[src/rtl/spi_master_byte_if.sv]
// spi_master_byte_if: host byte handshake and SPI pins of spi_master_byte.
interface spi_master_byte_if;
    logic       iStart;
    logic [7:0] iTx;
    logic       iHold;
    logic       oBusy;
    logic       oRxReady;
    logic [7:0] oRx;
    logic       oSPIClk;
    logic       oSPIMOSI;
    logic       iSPIMISO;
    logic       oSPICS;
    modport master (
        input  iStart, iTx, iHold, iSPIMISO,
        output oBusy, oRxReady, oRx, oSPIClk, oSPIMOSI, oSPICS
    );
    modport slave (
        output iStart, iTx, iHold, iSPIMISO,
        input  oBusy, oRxReady, oRx, oSPIClk, oSPIMOSI, oSPICS
    );
endinterface

[src/rtl/spi_master_byte.sv]
// spi_master_byte: mode-0 MSB-first SPI master, one byte per handshake, optional CS hold.
// Define SPI_MASTER_PROBE_EN to build the registered debug probe; otherwise probe is tied low.
module spi_master_byte #(
    parameter int CLKDIV = 4,
    parameter int CS_GAP = 2
) (
    input  logic              sysclk,
    input  logic              reset,
    spi_master_byte_if.master bus,
    output logic [15:0]       probe
);
    localparam int MAXC = (CLKDIV > CS_GAP) ? CLKDIV : CS_GAP;
    localparam int CW = $clog2(MAXC + 1);
    localparam logic [CW-1:0] HALF_LAST = CW'(CLKDIV - 1);
    localparam logic [CW-1:0] GAP_LAST = CW'(CS_GAP - 1);
    typedef enum logic [2:0] {IDLE, SETUP, HIGH, LOW, TAIL, HOLDWAIT, GAP} state_t;
    state_t        state;
    logic [CW-1:0] cnt;
    logic [2:0]    bitCnt;
    logic [7:0]    shiftReg;
    logic [7:0]    rxReg;
    logic          holdLatch;
    logic          misoMeta;
    logic          misoSync;
    logic          halfDone;
    assign halfDone = cnt == HALF_LAST;
    always_ff @(posedge sysclk) begin
        if (reset) begin
            state <= IDLE;
            cnt <= '0;
            bitCnt <= '0;
            shiftReg <= '0;
            rxReg <= '0;
            holdLatch <= 1'b0;
            misoMeta <= 1'b0;
            misoSync <= 1'b0;
            bus.oBusy <= 1'b0;
            bus.oRxReady <= 1'b0;
            bus.oRx <= '0;
            bus.oSPIClk <= 1'b0;
            bus.oSPIMOSI <= 1'b0;
            bus.oSPICS <= 1'b1;
        end else begin
            misoMeta <= bus.iSPIMISO;
            misoSync <= misoMeta;
            bus.oRxReady <= 1'b0;
            cnt <= cnt + 1'b1;
            case (state)
                IDLE: if (bus.iStart) begin
                    state <= SETUP;
                    cnt <= '0;
                    bitCnt <= '0;
                    shiftReg <= bus.iTx;
                    holdLatch <= bus.iHold;
                    bus.oSPICS <= 1'b0;
                    bus.oSPIMOSI <= bus.iTx[7];
                    bus.oBusy <= 1'b1;
                end
                SETUP, LOW: if (halfDone) begin
                    state <= HIGH;
                    cnt <= '0;
                    bus.oSPIClk <= 1'b1;
                end
                HIGH: if (halfDone) begin
                    // last cycle before SCLK falls: the synchronized MISO is settled here
                    cnt <= '0;
                    bitCnt <= bitCnt + 1'b1;
                    rxReg <= {rxReg[6:0], misoSync};
                    bus.oSPIClk <= 1'b0;
                    if (bitCnt == 3'd7) begin
                        state <= TAIL;
                        bus.oRx <= {rxReg[6:0], misoSync};
                        bus.oRxReady <= 1'b1;
                    end else begin
                        state <= LOW;
                        shiftReg <= {shiftReg[6:0], 1'b0};
                        bus.oSPIMOSI <= shiftReg[6];
                    end
                end
                TAIL: if (halfDone) begin
                    cnt <= '0;
                    if (holdLatch) begin
                        state <= HOLDWAIT;
                        bus.oBusy <= 1'b0;
                    end else begin
                        state <= GAP;
                        bus.oSPICS <= 1'b1;
                        bus.oSPIMOSI <= 1'b0;
                    end
                end
                HOLDWAIT: if (bus.iStart) begin
                    // chained byte skips SETUP: LOW already gives MOSI a full half-period
                    state <= LOW;
                    cnt <= '0;
                    bitCnt <= '0;
                    shiftReg <= bus.iTx;
                    holdLatch <= bus.iHold;
                    bus.oSPIMOSI <= bus.iTx[7];
                    bus.oBusy <= 1'b1;
                end else if (!bus.iHold) begin
                    state <= GAP;
                    cnt <= '0;
                    bus.oSPICS <= 1'b1;
                    bus.oSPIMOSI <= 1'b0;
                    bus.oBusy <= 1'b1;
                end
                GAP: if (cnt == GAP_LAST) begin
                    state <= IDLE;
                    bus.oBusy <= 1'b0;
                end
                default: state <= IDLE;
            endcase
        end
    end
`ifdef SPI_MASTER_PROBE_EN
    always_ff @(posedge sysclk) begin
        if (reset) probe <= '0;
        else probe <= {state, bitCnt, bus.oSPICS, bus.oSPIClk, shiftReg};
    end
`else
    assign probe = 16'h0000;
`endif
endmodule
[src/flat_wrapper.sv]
// flat-port wrapper written by rule: the top's interface ports become plain ports
module spi_master_byte_flat 
#(
    parameter int CLKDIV = 4,
    parameter int CS_GAP = 2
)
  (sysclk, reset, probe, bus_iStart, bus_iTx, bus_iHold, bus_iSPIMISO, bus_oBusy, bus_oRxReady, bus_oRx, bus_oSPIClk, bus_oSPIMOSI, bus_oSPICS);
  spi_master_byte_if bus_i ();
  input  logic sysclk;
  input  logic reset;
  output logic [15:0] probe;
  input wire logic [$bits(bus_i.iStart)-1:0] bus_iStart;
  input wire logic [$bits(bus_i.iTx)-1:0] bus_iTx;
  input wire logic [$bits(bus_i.iHold)-1:0] bus_iHold;
  input wire logic [$bits(bus_i.iSPIMISO)-1:0] bus_iSPIMISO;
  output wire logic [$bits(bus_i.oBusy)-1:0] bus_oBusy;
  output wire logic [$bits(bus_i.oRxReady)-1:0] bus_oRxReady;
  output wire logic [$bits(bus_i.oRx)-1:0] bus_oRx;
  output wire logic [$bits(bus_i.oSPIClk)-1:0] bus_oSPIClk;
  output wire logic [$bits(bus_i.oSPIMOSI)-1:0] bus_oSPIMOSI;
  output wire logic [$bits(bus_i.oSPICS)-1:0] bus_oSPICS;
  assign bus_i.iStart = bus_iStart;
  assign bus_i.iTx = bus_iTx;
  assign bus_i.iHold = bus_iHold;
  assign bus_i.iSPIMISO = bus_iSPIMISO;
  assign bus_oBusy = bus_i.oBusy;
  assign bus_oRxReady = bus_i.oRxReady;
  assign bus_oRx = bus_i.oRx;
  assign bus_oSPIClk = bus_i.oSPIClk;
  assign bus_oSPIMOSI = bus_i.oSPIMOSI;
  assign bus_oSPICS = bus_i.oSPICS;
  spi_master_byte #(.CLKDIV(CLKDIV), .CS_GAP(CS_GAP)) u_core (.sysclk(sysclk), .reset(reset), .bus(bus_i), .probe(probe));
endmodule
[config.mk]
export PLATFORM = sky130hd
export DESIGN_NAME = spi_master_byte_flat
export DESIGN_NICKNAME = d
export VERILOG_FILES = /design/src/rtl/spi_master_byte_if.sv /design/src/rtl/spi_master_byte.sv /design/src/flat_wrapper.sv
export SDC_FILE = /design/constraint.sdc
export NUM_CORES = 1
export LEC_CHECK = 0
export ABC_AREA = 1
export ABC_CLOCK_PERIOD_IN_PS = 3650
export CORE_MARGIN = 1.5
export CORE_UTILIZATION = 40
export CTS_CLUSTER_SIZE = 25
export DETAILED_ROUTE_END_ITERATION = 7
export MAX_ROUTING_LAYER = met4
export PLACE_DENSITY = 0.65
export RECOVER_POWER = 100
export SLEW_MARGIN = 0
export SYNTH_ARGS = -nofsm -noshare
export SYNTH_HDL_FRONTEND = slang
export SYNTH_SLANG_ARGS = --single-unit
[constraint.sdc]
create_clock -name sysclk -period 3.65 [get_ports sysclk]
set_input_delay 0.9125 -clock sysclk [delete_from_list [all_inputs] [get_ports sysclk]]
set_output_delay 0.9125 -clock sysclk [all_outputs]
set_load 0.005 [all_outputs]
==> key figures, run 1 <==
Status
  – Status: finished clean

Die
  – Die Wd: 73.3 um
  – I/O pins: 42
  – Die height: 73.3 um
  – Initial Util: 0.416
  – Die area: 0.00537 mm2
  – Row cnt: 25
  – Core area: 0.00475 mm2

CTS
  – H-tree levels: 2
  – Clock root buffer: clkbuf_8
  – Gates resized, CTS repair: 0
  – Skew-Pair Late Insertion Delay: 290 ps
  – CTS tree: yes
  – Maximum clock path buffer count: 2
  – Hold Buf Count CTS: 0
  – Sinks on Clock Net: 39
  – TritonCTS buffer count: 5
  – Post-CTS setup buffers: 0
  – Clock-pin transition on the worst setup and hold timing paths: 80 ps

Yosys
  – Sequential-to-total area share from yosys stat: 0.395
  – Largest cells by area after synthesis: dfxtp_1 (39%), nand2_1 (14%), nand3_1 (6.8%), buf_4 (6.5%), nor2_1 (5.9%)
  – Synth warnings: 0
  – Synth top area share: 0.395
  – Synthesized area: 0.00198 mm2
  – Synth area leader: dfxtp_1
  – Post-Syn Area per Cell: 6.94 um2
  – Seq cells post-synth: 39
  – Syn Inst Count: 285
  – Post-synthesis cell type count: 25

Timing
  – Hold slack: 414 ps
  – Measured slew at the worst slew-check pin: 731 ps
  – Tcrit/Tclk final: 0.737
  – Final Critical Period: 2690 ps
  – RSZ-0062 raised after global routing: no
  – Slew Viols, Final: 0
  – Finish-stage setup viols: 0
  – Final Hold Viols: 0
  – Fmax achieved: 0.372 GHz
  – Setup TNS: 0 ps
  – Slew headroom: 0.512
  – Worst clock skew: 4.15 ps

Finish
  – Post-Route Utilization: 0.479
  – Antenna cells: 0
  – Layout cells sized above 1: 0.0516
  – Nets: 329
  – Area grow syn2layout: 15.3%

Hold path
  – Worst min path class: flip-flop to flip-flop
  – Worst hold stages: 2

Placement
  – Final GP Congestion: 0.924
  – Hpwl dp: 2770 um
  – PortBufs: 25

Setup path
  – CP max FO: 16
  – Data required time of the worst path: 3870 ps
  – Reg2Reg Depth: 9
  – Critical path startpoint category: primary input
  – Register-to-register setup slack: 1500 ps
  – CP endpoint kind: flip-flop
  – Worst setup path class: primary input to flip-flop
  – WP data arrival: 2910 ps

Routing
  – Drc violations: 0
  – Detailed-route wire length per cell: 10.5 um
  – Drt pass-1 iters: 6
  – Routed WL: 3960 um
  – Final ANT Viol Nets: 0
  – Via/cell ratio: 4.55
  – Vias after detailed routing: 1,714
  – Initial DRC count: 122

Power
  – Overall power: 1.22 mW
  – Leak: 1.11 nW
  – Peak supply drop: 0.000364 V
  – Power Dens Cells: 534 mW/mm2

Global route
  – Initial antenna violation count: 0
  – Gr usage total: 0.163
  – First-pass GRT wire length: 6510 um
  – Gr ovfl total: 0
  – Vias in the first global route: 1,474
  – Largest net degree at the start of global routing: 17

Run
  – Max cap viols: 0
-- synthesized netlist by cell type (all sizes together) --
cell type	number
dfxtp	39
o211ai	1
ha	6
nand2	77
clkbuf	2
conb	1
a211oi	1
nor2	31
buf	21
clkinv	1
nand3	28
nand4	1
o21ai	23
nor3	4
inv	29
a21oi	20
-- routing by layer --
layer  vias to the layer above  part of all wire  global-route usage
met4                         0            0.0086              0.0597
li1                        926                 -                   -
met2                        41              0.45               0.244
met1                       743              0.49               0.205
met3                         4             0.048              0.0521
met5                         -                 0                   -
-- flip-flops by register name, indices dropped and copies added, names as in the netlist, 3 cells and up --
register / cells
u_core.bitCnt: 3
u_core.bus.oRx: 8
u_core.cnt: 3
u_core.rxReg: 7
u_core.shiftReg: 7
u_core.state: 3
-- worst paths after layout --
path,endpoint,from
max,u_core.bitCnt[2]$_SDFFE_PP0P_,reset
min,u_core.misoSync$_SDFF_PP0_,u_core.misoMeta$_SDFF_PP0_
max reg2reg,u_core.shiftReg[0]$_SDFFE_PP0P_,u_core.state[2]$_SDFFE_PP0P_
min reg2reg,u_core.misoSync$_SDFF_PP0_,u_core.misoMeta$_SDFF_PP0_
-- stage by stage --
stage,setup slack [ps],instance area [um2],std cells
2_1_floorplan,1920,2030,300
3_3_place_gp,1140,2210,370
3_5_place_dp,1130,2210,370
4_1_cts,1440,2300,377
5_1_grt,780,2280,377
6_report,962,2280,377
-- critical path, cell delays in order --
cell	delay, ps
dlygate4sd3_1	700
inv_1	340
clkbuf_1	610
o21ai_0	190
a21oi_1	150
-- power by group --
part / switching [mW] / internal, mW
Combinational: 0.248 / 0.144
Sequential: 0.0488 / 0.492
Clock: 0.154 / 0.131
-- layout by cell type, fill, tap and decap left out, types with 2 or more instances in the layout --
cell type,instances
inv_2,2
o21ai_0,23
clkdlybuf4s50_1,10
ha_1,6
inv_1,27
a21oi_1,19
nor2_1,31
nand2_1,73
nor3_1,3
nand3_1,27
dfxtp_1,39
dlygate4sd3_1,15
conb_1,16
nand2_2,3
clkbuf_8,5
-- logic make-up (layout without fill, tap and decap cells) --
logic type / after synthesis / in the layout / share of synthesized area
buffers and inverters: 53 / 63 / 0.139
and+or+nand+nor: 141 / 141 / 0.306
other: 1 / 16 / 0.00190
DFF: 39 / 39 / 0.395
adders and majority gates: 6 / 6 / 0.0380
AOI/OAI and AO/OA: 45 / 45 / 0.120
-- layout make-up --
class,instances,area (um2)
clock buffers,5,68.8
multi-input cells,208,966
well taps,67,83.8
inverters,30,113
repair buffers,26,254
flip-flops and latches,39,781
clock inverters,2,13.8
fillers,519,2470
(Power assumes the default switching activity.)
==> run 2, diff against run 1 <==
--- a/config.mk
+++ b/config.mk
@@ -6,13 +6,13 @@
 export NUM_CORES = 1
 export LEC_CHECK = 0
 export ABC_AREA = 1
-export ABC_CLOCK_PERIOD_IN_PS = 3650
+export ABC_CLOCK_PERIOD_IN_PS = 2300
 export CORE_MARGIN = 1.5
 export CORE_UTILIZATION = 40
 export CTS_CLUSTER_SIZE = 25
 export DETAILED_ROUTE_END_ITERATION = 7
 export MAX_ROUTING_LAYER = met4
-export PLACE_DENSITY = 0.65
+export PLACE_DENSITY = 0.68
 export RECOVER_POWER = 100
 export SLEW_MARGIN = 0
 export SYNTH_ARGS = -nofsm -noshare
==> constraint.sdc (replaced) <==
create_clock -name sysclk -period 2.3 [get_ports sysclk]
set_input_delay 0.575 -clock sysclk [delete_from_list [all_inputs] [get_ports sysclk]]
set_output_delay 0.575 -clock sysclk [all_outputs]
set_load 0.005 [all_outputs]
==> key figures, run 2 (synthesis results as in run 1) <==
Routing
  – Drc violations: 0
  – Detailed-route wire length per cell: 10.4 um
  – Routed WL: 3960 um
  – Initial DRC count: 122
  – Drt pass-1 iters: 4
  – Final ANT Viol Nets: 0
  – Vias after detailed routing: 1,756
  – Via/cell ratio: 4.60

Setup path
  – WP data arrival: 2240 ps
  – Cells along the critical path: nor2_1 -> nand2_1 -> nand2_2 -> nand2_4 -> nand2_2 -> nand2_1 -> o21ai_0 -> nor2_1
  – CP max FO: 12
  – Reg-to-reg startpoint: u_core.state[0]$_SDFFE_PP0P_
  – WP buf/inv: 0
  – CP endpoint kind: flip-flop
  – RR Endpoint: u_core.shiftReg[2]$_SDFFE_PP0P_
  – Register-to-register setup slack: 250 ps
  – Critical path startpoint category: flip-flop
  – Data required time of the worst path: 2490 ps
  – Reg2Reg Depth: 8
  – Slowest Stage Delay on Critical Path: 460 ps
  – Worst setup path class: flip-flop to flip-flop
  – Crit path max-delay family: simple AND/OR/NAND/NOR gates
  – Cell with the largest stage delay on the worst path: dfxtp_1

Hold path
  – Worst min path class: flip-flop to flip-flop
  – Min-delay src: u_core.misoMeta$_SDFF_PP0_
  – Hold endpoint: u_core.misoSync$_SDFF_PP0_
  – Worst hold stages: 2

Finish
  – Commonest non-fill, non-tap cell in the layout: nand2_1
  – Commonest non-fill, non-tap cells in the layout: nand2_1 (73), dfxtp_1 (39), nor2_1 (31)
  – Filler cell count: 514
  – Antenna cells: 0
  – Post-route cell area: 0.00231 mm2
  – Non-Filler Instances: 382
  – Layout cells sized above 1: 0.0571
  – Reg with most FFs: u_core.bus.oRx
  – Nets: 333
  – Regs by FF count: u_core.bus.oRx (8), u_core.rxReg (7), u_core.shiftReg (7)
  – Area grow syn2layout: 16.8%
  – Post-Route Utilization: 0.486
  – Max reg flops: 8

Power
  – Sw power: 0.737 mW
  – Overall power: 1.96 mW
  – Power Dens Cells: 851 mW/mm2
  – Internal: 1.23 mW
  – Net Sw Frac: 0.375
  – Sequential share of power: 0.439
  – Leak: 1.12 nW
  – Combinational power share: 0.316
  – Peak supply drop: 0.000423 V
  – Clock share of power: 0.245

Timing
  – Finish-stage setup viols: 0
  – Final Hold Viols: 0
  – Tcrit/Tclk final: 0.893
  – Fmax achieved: 0.487 GHz
  – Final Critical Period: 2050 ps
  – Post-route setup slack: 247 ps
  – Measured slew at the worst slew-check pin: 488 ps
  – Hold slack: 413 ps
  – RSZ-0062 raised after global routing: no
  – Worst clock skew: 6.57 ps
  – Slew headroom: 0.671
  – Slew Viols, Final: 0
  – Setup TNS: 0 ps

CTS
  – Gates resized, CTS repair: 0
  – Maximum clock path buffer count: 2
  – Hold Buf Count CTS: 0
  – Sinks on Clock Net: 39
  – TritonCTS buffer count: 5
  – H-tree levels: 2
  – Post-CTS setup buffers: 0
  – Clock-pin transition on the worst setup and hold timing paths: 80 ps
  – CTS tree: yes
  – Skew-Pair Late Insertion Delay: 290 ps
  – Clock root buffer: clkbuf_8

Global route
  – Vias in the first global route: 1,558
  – Gr usage total: 0.168
  – First-pass GRT wire length: 6840 um
  – Gr ovfl total: 0
  – Largest net degree at the start of global routing: 15
  – Initial antenna violation count: 0

Die
  – Die Wd: 73.3 um
  – I/O pins: 42
  – Row cnt: 25
  – Die area: 0.00537 mm2
  – Die height: 73.3 um
  – Initial Util: 0.416
  – Core area: 0.00475 mm2

Placement
  – PortBufs: 25
  – DP Worst Slack: 131 ps
  – DP Area: 0.00224 mm2
  – Final GP Congestion: 0.908
  – Hpwl dp: 2830 um
  – Placed insts: 374

Status
  – Status: finished clean

Run
  – Max cap viols: 0
==> run 2: area by class of cell <==
type | instances | area (um2) | share of cell area
clock inverter | 3 | 23.8 | 0.0103
timing repair buffer | 30 | 273 | 0.118
sequential | 39 | 781 | 0.338
inverter | 30 | 113 | 0.0488
clock buffer | 5 | 68.8 | 0.0298
multi-input combinational | 208 | 966 | 0.418
tap | 67 | 83.8 | 0.0363
==> run 2: worst register-to-register path, stage by stage, from the launching register on <==
cell,delay (ps)
dfxtp_1,460
nor2_1,380
nand2_1,120
nand2_2,210
nand2_4,90
nand2_2,190
nand2_1,220
o21ai_0,220
nor2_1,60
==> run 2: how the worst max path moves through the flow <==
stage,startpoint,to,cells after the start
final,u_core.state[0]$_SDFFE_PP0P_,u_core.shiftReg[2]$_SDFFE_PP0P_,8
after global routing,u_core.state[0]$_SDFFE_PP0P_,u_core.shiftReg[1]$_SDFFE_PP0P_,8
after CTS,u_core.state[0]$_SDFFE_PP0P_,u_core.shiftReg[2]$_SDFFE_PP0P_,8
after detailed placement,bus_iStart,u_core.state[1]$_SDFFE_PP0P_,7
after global placement,bus_iStart,u_core.state[1]$_SDFFE_PP0P_,7
after floorplan,u_core.cnt[0]$_SDFF_PP0_,u_core.state[1]$_SDFFE_PP0P_,8
==> run 2: power by group through the flow <==
stage | clock (mW) | sequential, mW | combinational [mW]
finish | 0.481 | 0.862 | 0.621
global placement | 0 | 0.877 | 0.627
floorplan | 0 | 0.852 | 0.520
global route | 0.519 | 0.874 | 0.721
detailed placement | 0 | 0.877 | 0.637
CTS | 0.497 | 0.863 | 0.637
==> run 2: routing by layer <==
layer | global-route usage | wire length (um) | vias up
met5 | - | 0 | -
met4 | 0.0617 | 65 | 0
met3 | 0.0466 | 226 | 7
met2 | 0.259 | 1710 | 48
met1 | 0.211 | 1960 | 766
li1 | - | - | 935
